==> src/rtl/systolic_result_collector.sv <==
// Reassembles skewed column results from the systolic array into NxN rows; a row is presented the cycle after its last element lands.
// Rows stream out in order on valid/ready and are held stable while stalled; writes to a full column are dropped and flag overflow.
module systolic_result_collector #(
    parameter int MATRIX_SIZE = 2,
    parameter int DATA_SIZE   = 32
) (
    input  logic                                                   clk,
    input  logic                                                   reset,
    input  logic [MATRIX_SIZE-1:0]                                 col_valid,
    input  logic [MATRIX_SIZE*DATA_SIZE-1:0]                       col_data,
    output logic                                                   out_valid,
    input  logic                                                   out_ready,
    output logic [MATRIX_SIZE*DATA_SIZE-1:0]                       out_data,
    output logic [((MATRIX_SIZE > 1) ? $clog2(MATRIX_SIZE) : 1)-1:0] out_row,
    output logic                                                   out_last,
    output logic                                                   done,
    output logic                                                   busy,
    output logic                                                   overflow
);
    localparam int N  = MATRIX_SIZE;
    localparam int WW = $clog2(N + 1);
    localparam int RW = (N > 1) ? $clog2(N) : 1;

    logic [DATA_SIZE-1:0] buf_q [N][N];
    logic [DATA_SIZE-1:0] buf_d [N][N];
    logic [WW-1:0]        wcnt_q [N];
    logic [WW-1:0]        wcnt_d [N];
    logic [RW-1:0]        rptr_q, rptr_d;
    logic                 done_q, done_d;
    logic                 overflow_q, overflow_d;
    logic                 row_cplt;
    logic                 any_busy;
    logic                 transfer;
    logic                 last_xfer;

    // Presentation logic looks only at registered state, never at the column inputs.
    always_comb begin
        row_cplt = 1'b1;
        any_busy = (rptr_q != '0);
        out_data = '0;
        for (int j = 0; j < N; j++) begin
            if (wcnt_q[j] <= WW'(rptr_q)) row_cplt = 1'b0;
            if (wcnt_q[j] != '0) any_busy = 1'b1;
            out_data[j*DATA_SIZE +: DATA_SIZE] = buf_q[rptr_q][j];
        end
    end

    assign out_valid = row_cplt;
    assign out_row   = rptr_q;
    assign out_last  = (rptr_q == RW'(N - 1));
    assign busy      = any_busy;
    assign done      = done_q;
    assign overflow  = overflow_q;
    assign transfer  = out_valid && out_ready;
    assign last_xfer = transfer && out_last;

    always_comb begin
        buf_d      = buf_q;
        wcnt_d     = wcnt_q;
        rptr_d     = rptr_q;
        overflow_d = overflow_q;
        done_d     = last_xfer;
        for (int j = 0; j < N; j++) begin
            if (col_valid[j]) begin
                if (wcnt_q[j] == WW'(N)) begin
                    overflow_d = 1'b1;
                end else begin
                    for (int i = 0; i < N; i++) begin
                        if (wcnt_q[j] == WW'(i)) buf_d[i][j] = col_data[j*DATA_SIZE +: DATA_SIZE];
                    end
                    wcnt_d[j] = wcnt_q[j] + WW'(1);
                end
            end
        end
        if (transfer) rptr_d = rptr_q + RW'(1);
        // Final row leaving rearms every column; a write in this cycle hit a full column and was dropped above.
        if (last_xfer) begin
            rptr_d = '0;
            for (int j = 0; j < N; j++) wcnt_d[j] = '0;
        end
    end

    always_ff @(posedge clk) begin
        if (reset) begin
            rptr_q     <= '0;
            done_q     <= 1'b0;
            overflow_q <= 1'b0;
            for (int j = 0; j < N; j++) wcnt_q[j] <= '0;
        end else begin
            rptr_q     <= rptr_d;
            done_q     <= done_d;
            overflow_q <= overflow_d;
            wcnt_q     <= wcnt_d;
        end
    end

    always_ff @(posedge clk) begin
        buf_q <= buf_d;
    end
endmodule

==> config.mk <==
export PLATFORM = sky130hd
export DESIGN_NAME = systolic_result_collector
export DESIGN_NICKNAME = d
export VERILOG_FILES = /design/src/rtl/systolic_result_collector.sv
export SDC_FILE = /design/constraint.sdc
export NUM_CORES = 1
export LEC_CHECK = 0
export CORE_UTILIZATION = 44
export CTS_CLUSTER_SIZE = 28
export DETAILED_ROUTE_END_ITERATION = 16
export PLACE_DENSITY = 0.74
export SKIP_CTS_REPAIR_TIMING = 1
export SLEW_MARGIN = 20
export SYNTH_ARGS = -nofsm -noshare
export SYNTH_HDL_FRONTEND = slang
export SYNTH_SLANG_ARGS = --single-unit
==> constraint.sdc <==
create_clock -name clk -period 2 [get_ports clk]
set_input_delay 0.4 -clock clk [delete_from_list [all_inputs] [get_ports clk]]
set_output_delay 0.4 -clock clk [all_outputs]
set_load 0.01 [all_outputs]
Word-level counts from Yosys, hierarchy flattened
Index checks and enable logic that the tools add are counted.

storage, ports and cells
  input port bits = 69
  output and inout port bits = 70
  word-level logic and storage cells = 46
  flip-flop bits (word level) = 135

cells by class
  bitwise gates (word level) = 3
  reductions and logical operators = 13
  muxes and demuxes = 11
  equal/unequal tests = 4
  magnitude comparators = 3
  add/subtract/negate cells = 3

operators by type and width
  operator                                              number
  2-to-1 mux 64 bit                                     3
  AND reduction 3 bit                                   4
  2-to-1 mux 1 bit                                      8
  adder 2 x 1 -> 2 bit (second input constant)          2
  equality test 2 x 1 -> 1 bit (second input constant)  2
  equality test 2 bit (second input constant)           2
  <= comparator 2 x 1 -> 1 bit                          2
  logical NOT 2 bit                                     2
  AND reduction 2 bit                                   2
  nonzero test 2 bit                                    2
  >= comparator 2 bit (second input constant)           1
  logical AND 1 bit                                     2
  inverter 1 bit                                        2
  inverter 1 -> 2 bit                                   1
  OR reduction 2 bit                                    1
  adder 1 bit (second input constant)                   1

Logic depth before layout (Yosys ltp)
Gate-level depths: netlist of the first run.

  depth in word-level cells = 6
  gate-level depth with buffers = 5
  depth with buffers taken out = 5

Worst setup path before layout of the first run
OpenSTA, ideal clock, no wires.

  kind = reg2reg
  start = reg wcnt_q[2] (netlist bit)
  end = reg buf_q[100] (netlist bit) (enable)
  arrival time = 1.693 ns
  path buffers = 0
  period minus slack after synthesis = 2.085 ns
  cell stages (with the launch flop) = 5
  required time = 1.608 ns
  setup time = 0.392 ns
  path slack = -0.085 ns
  path through = dfxtp_1 -> inv_1 -> ha_1 -> and2b_1 -> and2_1

between the ends
  word-level cells in the longest chain between the ends = 3
  elaborated cells on any way between the ends = 4
  classes of those cells = eq/ne (1); bitwise (1); reduce/logical (2)

RTL lines
  what                               RTL line  text
  start, declared                    26        logic [WW-1:0] wcnt_q [N];
  start signal, assigned             93        wcnt_q <= wcnt_d;
  equality test 2 bit                65        if (wcnt_q[j] == WW'(N)) begin
  inverter 1 bit (no line)           n/a
  AND reduction 3 bit (no line) (*)  n/a
  end signal, assigned               98        buf_q <= buf_d;
  end, declared                      24        logic [DATA_SIZE-1:0] buf_q [N][N];

Mark *: on every way between the ends. The rest lies on a longest branch, timed or not.
A chain may end at the register's enable or synchronous reset.

Final worst setup path of the first run
  start = reg rptr_q, in the netlist out_last
  end = out out_valid

between the ends
  word-level cells in the longest chain between the ends = 3
  elaborated cells on any way between the ends = 4
  classes of those cells = order compare (2); mux (2)

RTL lines
  what                          RTL line  text
  start, declared               28        logic [RW-1:0] rptr_q, rptr_d;
  start signal, assigned        90        rptr_q <= rptr_d;
  <= comparator 2 x 1 -> 1 bit  42        if (wcnt_q[j] <= WW'(rptr_q)) row_cplt = 1'b0;
  2-to-1 mux 1 bit              42
  2-to-1 mux 1 bit (*)          42
  end, declared                 11        output logic out_valid,

Marked as above.

==> impl_metrics.ini, run 1 <==
[clocking]
clk-insertion-delay-late_ns = 0.41
clk_pin_slew_worst_paths_ns = 0.05
htree_levels = 4
cts_buffer_depth = 2
cts-root-buf = clkbuf_16
numCtsBuffers = 17
cts.sinks = 135
cts_tree = done

[global_routing]
grt-ovfl-total = 0
grt_pass1_vias = 2934
grt_first_pass_wirelength_mm = 15.1
grt.total_usage = 0.165
antenna_found_initial = 0
grt_max_degree = 38

[synthesis]
netlist-cell-type-count = 23
avgSynthCellArea_um2 = 21.3
synth_top_area_frac = 0.737
synth.top_cells.by_area = edfxtp_1 (74%), mux2_4 (12%), mux2_2 (5.2%), dfxtp_1 (2.7%), ha_1 (1.9%)
synth_area_leader_cell = edfxtp_1
syn_inst = 245
synth-warning-count = 0
seq_area_frac_synth = 0.763
synth_nets = 322
netlist_area_um2 = 5220
ys_ff_latch = 135

[critical_path]
critPathMaxStageDelay_ns = 0.35
worst-path-max-fanout = 4
crit_required_ns = 1.60
r2r-start = out_last
rr_worst_depth = 8
crit_chain = buf_6, buf_4, ha_1, o21bai_1, and2_1, clkbuf_2
arrival_ns = 1.76
path_class = reg -> out
worstReg2RegEnd = done
start_kind = flop
reg2reg_slack_ns = 0.26
crit_slowest_cell = dfxtp_4
cp.buffers_inverters = 3
cp_top_family = buffers and inverters
startpoint = out_last
endpoint_kind = output port

[status]
status = complete, but fails checks
violations = setup timing

[cells_and_area]
num-nets-final = 507
mostFrequentLayoutCell = edfxtp_1
seqCellArea_um2 = 3990
layout.cells.non_filler = 582
diodes = 0
multi_input_area_um2 = 1160
drive_gt1_frac = 0.374
final_cell_mix = edfxtp_1 (128), clkdlybuf4s50_1 (70), mux2_4 (43)
fill_cells = 780
area_delta_synth_final_pct = 47.8

[worst_hold_path]
hold_end = overflow
hp-class = reg -> reg
min_from = overflow
hold_path_depth = 2

[power]
p_leak_uw = 0.00315
p_comb_frac = 0.200
pwr-share-seq = 0.443
power_uw = 7860
p_sw_frac = 0.222
vdd_ir_drop_max_uv = 707
powerDensity_nw_per_um2 = 1020
clkPwrFrac = 0.357
p_switching_uw = 1750
internal_power_uw = 6110

[timing]
fin_crit_sh = 1.08
hold_viol_final = 0
finClkSkew_ns = 0.00712
setup_violations = 31
fmax_mhz = 463
slew_viol_final = 0
worst_pin_slew_ns = 0.287
min_period_ns = 2.16
setup_ws_ns = -0.158
rsz0062_at_grt = yes
slew_headroom = 0.808

[place]
gp_congestion = 0.745
dp_hpwl_mm = 6.20
place_inst = 528
io_buffers = 138

[routing]
drc_errors = 0
first_pass_iters = 4
drt-total-wl_mm = 10.5
avgRoutedWirePerCell_um = 18.1
vias_per_cell = 4.92
ant_nets = 0
vias = 2862
first_iter_violations = 161

[floorplan]
core_area_um2 = 11500
die_x_um = 111
die_h_um = 111
initial_core_util = 0.455
ios = 139
row_count = 39
dieArea_um2 = 12300

[flow_run]
cap_violations = 0
[stage by stage]
| stage | setup TNS, ns | util | setup WS (ns) | area (um^2) | hold WS, ns |
|---|---|---|---|---|---|
| 5_1_grt | -2.97 | 0.673 | -0.212 | 7710 | 0.525 |
| 3_3_place_gp | 0 | 0.599 | 0.0825 | 6870 | 0.470 |
| 4_1_cts | -22.13 | 0.645 | -0.402 | 7390 | 0.496 |
| 3_5_place_dp | 0 | 0.599 | 0.0457 | 6870 | 0.480 |
| 2_1_floorplan | 0 | - | 0.247 | 5220 | 0.469 |
| 6_report | -1.42 | 0.673 | -0.158 | 7710 | 0.483 |
[flip-flops by register name (all words and copies together), names as in the netlist]
signal    cells
buf_q       128
done          1
out_last      1
overflow      1
wcnt_q        4
[power by group through the flow]
stage	logic [uW]	clock network, uW	registers [uW]
floorplan	709	0	3520
global placement	1480	0	3520
detailed placement	1490	0	3540
CTS	1510	2870	3490
global route	1680	2980	3500
finish	1570	2810	3480
[cells in the mapped netlist, drive strengths merged]
| cell | instances |
|---|---|
| edfxtp | 128 |
| mux2 | 64 |
| buf | 8 |
| ha | 8 |
| dfxtp | 7 |
| and2 | 5 |
| inv | 5 |
| nor3 | 4 |
| and2b | 3 |
| mux2i | 2 |
| o21bai | 2 |
| xnor2 | 2 |
| a21oi | 1 |
| a221oi | 1 |
| a31o | 1 |
| and4 | 1 |
| nand3 | 1 |
| nand4 | 1 |
| nor2 | 1 |
[layer usage]
metal	global-route usage	up-vias	share of wire
li1	-	1331	-
met1	0.190	1401	0.40
met2	0.262	119	0.51
met3	0.0776	11	0.083
met4	0.0720	0	0.010
met5	0	-	0
[how the worst max path moves through the flow]
stage	endpoint	slack [ns]	cells after the start
finish	out_valid	-0.16	6
global route	out_valid	-0.21	6
CTS	out_valid	-0.40	4
detailed placement	out_valid	0.05	4
global placement	out_data[19]	0.08	3
floorplan	buf_q[100]	0.25	4
[worst min-delay path, stage by stage (launching register included)]
cell,delay (ns)
dfxtp_1,0.32
a221oi_1,0.05
nor2_1,0.07
[cell type report]
| type | count | share of cell area |
|---|---|---|
| flip-flops and latches | 135 | 0.517 |
| repair buffers | 174 | 0.239 |
| clock buffers | 21 | 0.0571 |
| well taps | 143 | 0.0232 |
| multi-input cells | 97 | 0.151 |
| clock inverters | 7 | 0.0107 |
| inverters | 5 | 0.00243 |
[logic make-up after synthesis]
logic type                 share of synthesized area
and+or+nand+nor                               0.0192
adders and majority gates                     0.0192
DFF                                            0.763
xor gates and xnor gates                     0.00336
buffers and inverters                         0.0170
AOI/OAI and AO/OA                            0.00719
muxes                                          0.171
No activity file was read; power rests on OpenSTA's default activity.
==> inputs of run 2 (changes only) <==
--- a/config.mk
+++ b/config.mk
@@ -6,10 +6,10 @@
 export NUM_CORES = 1
 export LEC_CHECK = 0
 export CORE_UTILIZATION = 44
+export CTS_CLUSTER_DIAMETER = 60
 export CTS_CLUSTER_SIZE = 28
 export DETAILED_ROUTE_END_ITERATION = 16
 export PLACE_DENSITY = 0.74
-export SKIP_CTS_REPAIR_TIMING = 1
 export SLEW_MARGIN = 20
 export SYNTH_ARGS = -nofsm -noshare
 export SYNTH_HDL_FRONTEND = slang
==> run 2 against run 1 <==
Against the previous run: the run still ends with setup timing left; clock skew about the same; design area down 2.6%; register-to-register slack worse by 0.20 ns; first-iteration DRC count down 22%; sequential share of layout area up 1.4 points; core utilization down 1.7 points; clock-buffer cell count unchanged; setup slack better by 0.066 ns; maximum frequency up 3.1%; critical endpoint unchanged; largest power group unchanged; highest routed layer unchanged; global-route usage up 1.6 points; via count down 0.21%.
==> impl_metrics.ini, run 2 (synthesized netlist as in run 1, its figures left out) <==
[timing]
fmax_mhz = 478
slew_viol_final = 0
setup_violations = 12
holdWs_ns = 0.483
finClkSkew_ns = 0.00730
fin_crit_sh = 1.05
min_period_ns = 2.09
worst_pin_slew_ns = 0.314
setup_ws_ns = -0.0923
hold_viol_final = 0
slew_headroom = 0.790
rsz0062_at_grt = yes

[routing]
first_iter_violations = 125
drt-total-wl_mm = 10.7
ant_nets = 0
avgRoutedWirePerCell_um = 18.6
first_pass_iters = 4
vias = 2856
vias_per_cell = 4.95
drc_errors = 0

[power]
vdd_ir_drop_max_uv = 723
p_comb_frac = 0.198
clkPwrFrac = 0.358
internal_power_uw = 6080
p_switching_uw = 1760
pwr-share-seq = 0.445
p_leak_uw = 0.00284
p_sw_frac = 0.225
powerDensity_nw_per_um2 = 1040

[critical_path]
arrival_ns = 1.69
crit_required_ns = 1.60
critPathMaxStageDelay_ns = 0.36
crit_slowest_cell = dfxtp_4
worstReg2RegEnd = done
start_kind = flop
startpoint = out_last
worst-path-max-fanout = 4
reg2reg_slack_ns = 0.06
rr_worst_depth = 10
crit_chain = buf_12, buf_8, ha_4, o21bai_1, and2_1, buf_2
critical_path.endpoint = out_valid
r2r-start = out_last
path_class = reg -> out
endpoint_kind = output port

[place]
place_inst = 528
gp_congestion = 0.745
dp_hpwl_mm = 6.20
io_buffers = 138
pre_cts_ws_ns = 0.0457

[flow_run]
cap_violations = 0

[floorplan]
ios = 139
row_count = 39
initial_core_util = 0.455
die_h_um = 111
die_x_um = 111
dieArea_um2 = 12300
core_area_um2 = 11500

[clocking]
cts_buffer_depth = 2
clk-insertion-delay-late_ns = 0.40
clk_pin_slew_worst_paths_ns = 0.05
cts.sinks = 135
numCtsBuffers = 17
cts_tree = done
htree_levels = 4
cts-root-buf = clkbuf_16

[global_routing]
antenna_found_initial = 0
grt_pass1_vias = 3035
grt_first_pass_wirelength_mm = 16.3
grt.total_usage = 0.181
use_met3 = 0.0700
grt_max_degree = 33
busiest_layer = met2
grt_util_met1 = 0.204
grt-ovfl-total = 0
use_met2 = 0.306

[cells_and_area]
reg_top3 = buf_q: 128 flops, wcnt_q: 4 flops
regMostFlops = buf_q
area_delta_synth_final_pct = 44.0
fill_cells = 799
num-nets-final = 502
mostFrequentLayoutCell = edfxtp_1
layout.cells.non_filler = 577
drive_gt1_frac = 0.442
final_cell_mix = edfxtp_1 (128), clkdlybuf4s50_1 (70), mux2_4 (46)
largest_reg_flops = 128
diodes = 0

[worst_hold_path]
hp-class = reg -> reg

[status]
violations = setup timing
status = complete, but fails checks
## run 2: cell count changes in the layout (fill, tap and decap cells not counted), moves of 2 or more
cell	delta
buf_16	+5
buf_2	+44
buf_6	-5
clkbuf_16	-3
clkbuf_2	-14
dlygate4sd2_1	+2
dlymetal6s2s_1	-33
ha_1	-2
ha_4	+2
mux2_2	-3
mux2_4	+3
## run 2: worst min path at each step
stage	cells past startpoint	from	to	slack, ns
finish	2	overflow	overflow	0.48
global route	2	overflow	overflow	0.52
CTS	2	overflow	overflow	0.50
detailed placement	2	overflow	overflow	0.48
global placement	2	overflow	overflow	0.47
floorplan	1	reset	out_last	0.47
## run 2: area by class of cell
| type | instances | area [um^2] | area share |
|---|---|---|---|
| flip-flops and latches | 135 | 3990 | 0.530 |
| repair buffers | 169 | 1610 | 0.214 |
| multi-input cells | 97 | 1200 | 0.160 |
| clock buffers | 21 | 440 | 0.0586 |
| well taps | 143 | 179 | 0.0238 |
| clock inverters | 7 | 82.6 | 0.0110 |
| inverters | 5 | 18.8 | 0.00250 |
## run 2: worst max-delay path, delay by kind of cell, from the launching register on
| kind | cells | cell delay, ns |
|---|---|---|
| DFF | 1 | 0.36 |
| adders and majority gates | 1 | 0.20 |
| AOI/OAI and AO/OA | 1 | 0.18 |
| and+or+nand+nor | 1 | 0.16 |
| buffers and inverters | 3 | 0.38 |
## run 2: repair_timing
item / in CTS / in global routing
gates cloned: 6 / 1
setup buffers: 11 / 4
pin swaps: 3 / 5
hold buffers: 0 / 0
setup endpoints to repair: 68 / 30
gates resized for setup: 247 / 35
## run 2: power by group through the flow
stage	sequential, uW	clock [uW]	combinational, uW
floorplan	3520	0	709
global placement	3520	0	1480
detailed placement	3540	0	1490
CTS	3490	2870	1540
global route	3500	2970	1660
finish	3480	2800	1550
## run 2: metal layers
layer | up-vias | share of wire
li1 | 1322 | -
met1 | 1399 | 0.39
met2 | 123 | 0.52
met3 | 12 | 0.080
met4 | 0 | 0.013
met5 | - | 0
## run 2: per-stage QoR
stage | setup TNS [ns] | util | power (uW) | area, um^2
global route | -1.95 | 0.656 | 8130 | 7520
finish | -0.452 | 0.656 | 7840 | 7520
detailed placement | 0 | 0.599 | 5030 | 6870
floorplan | 0 | - | 4230 | 5220
CTS | -2.48 | 0.656 | 7890 | 7520
global placement | 0 | 0.599 | 5000 | 6870
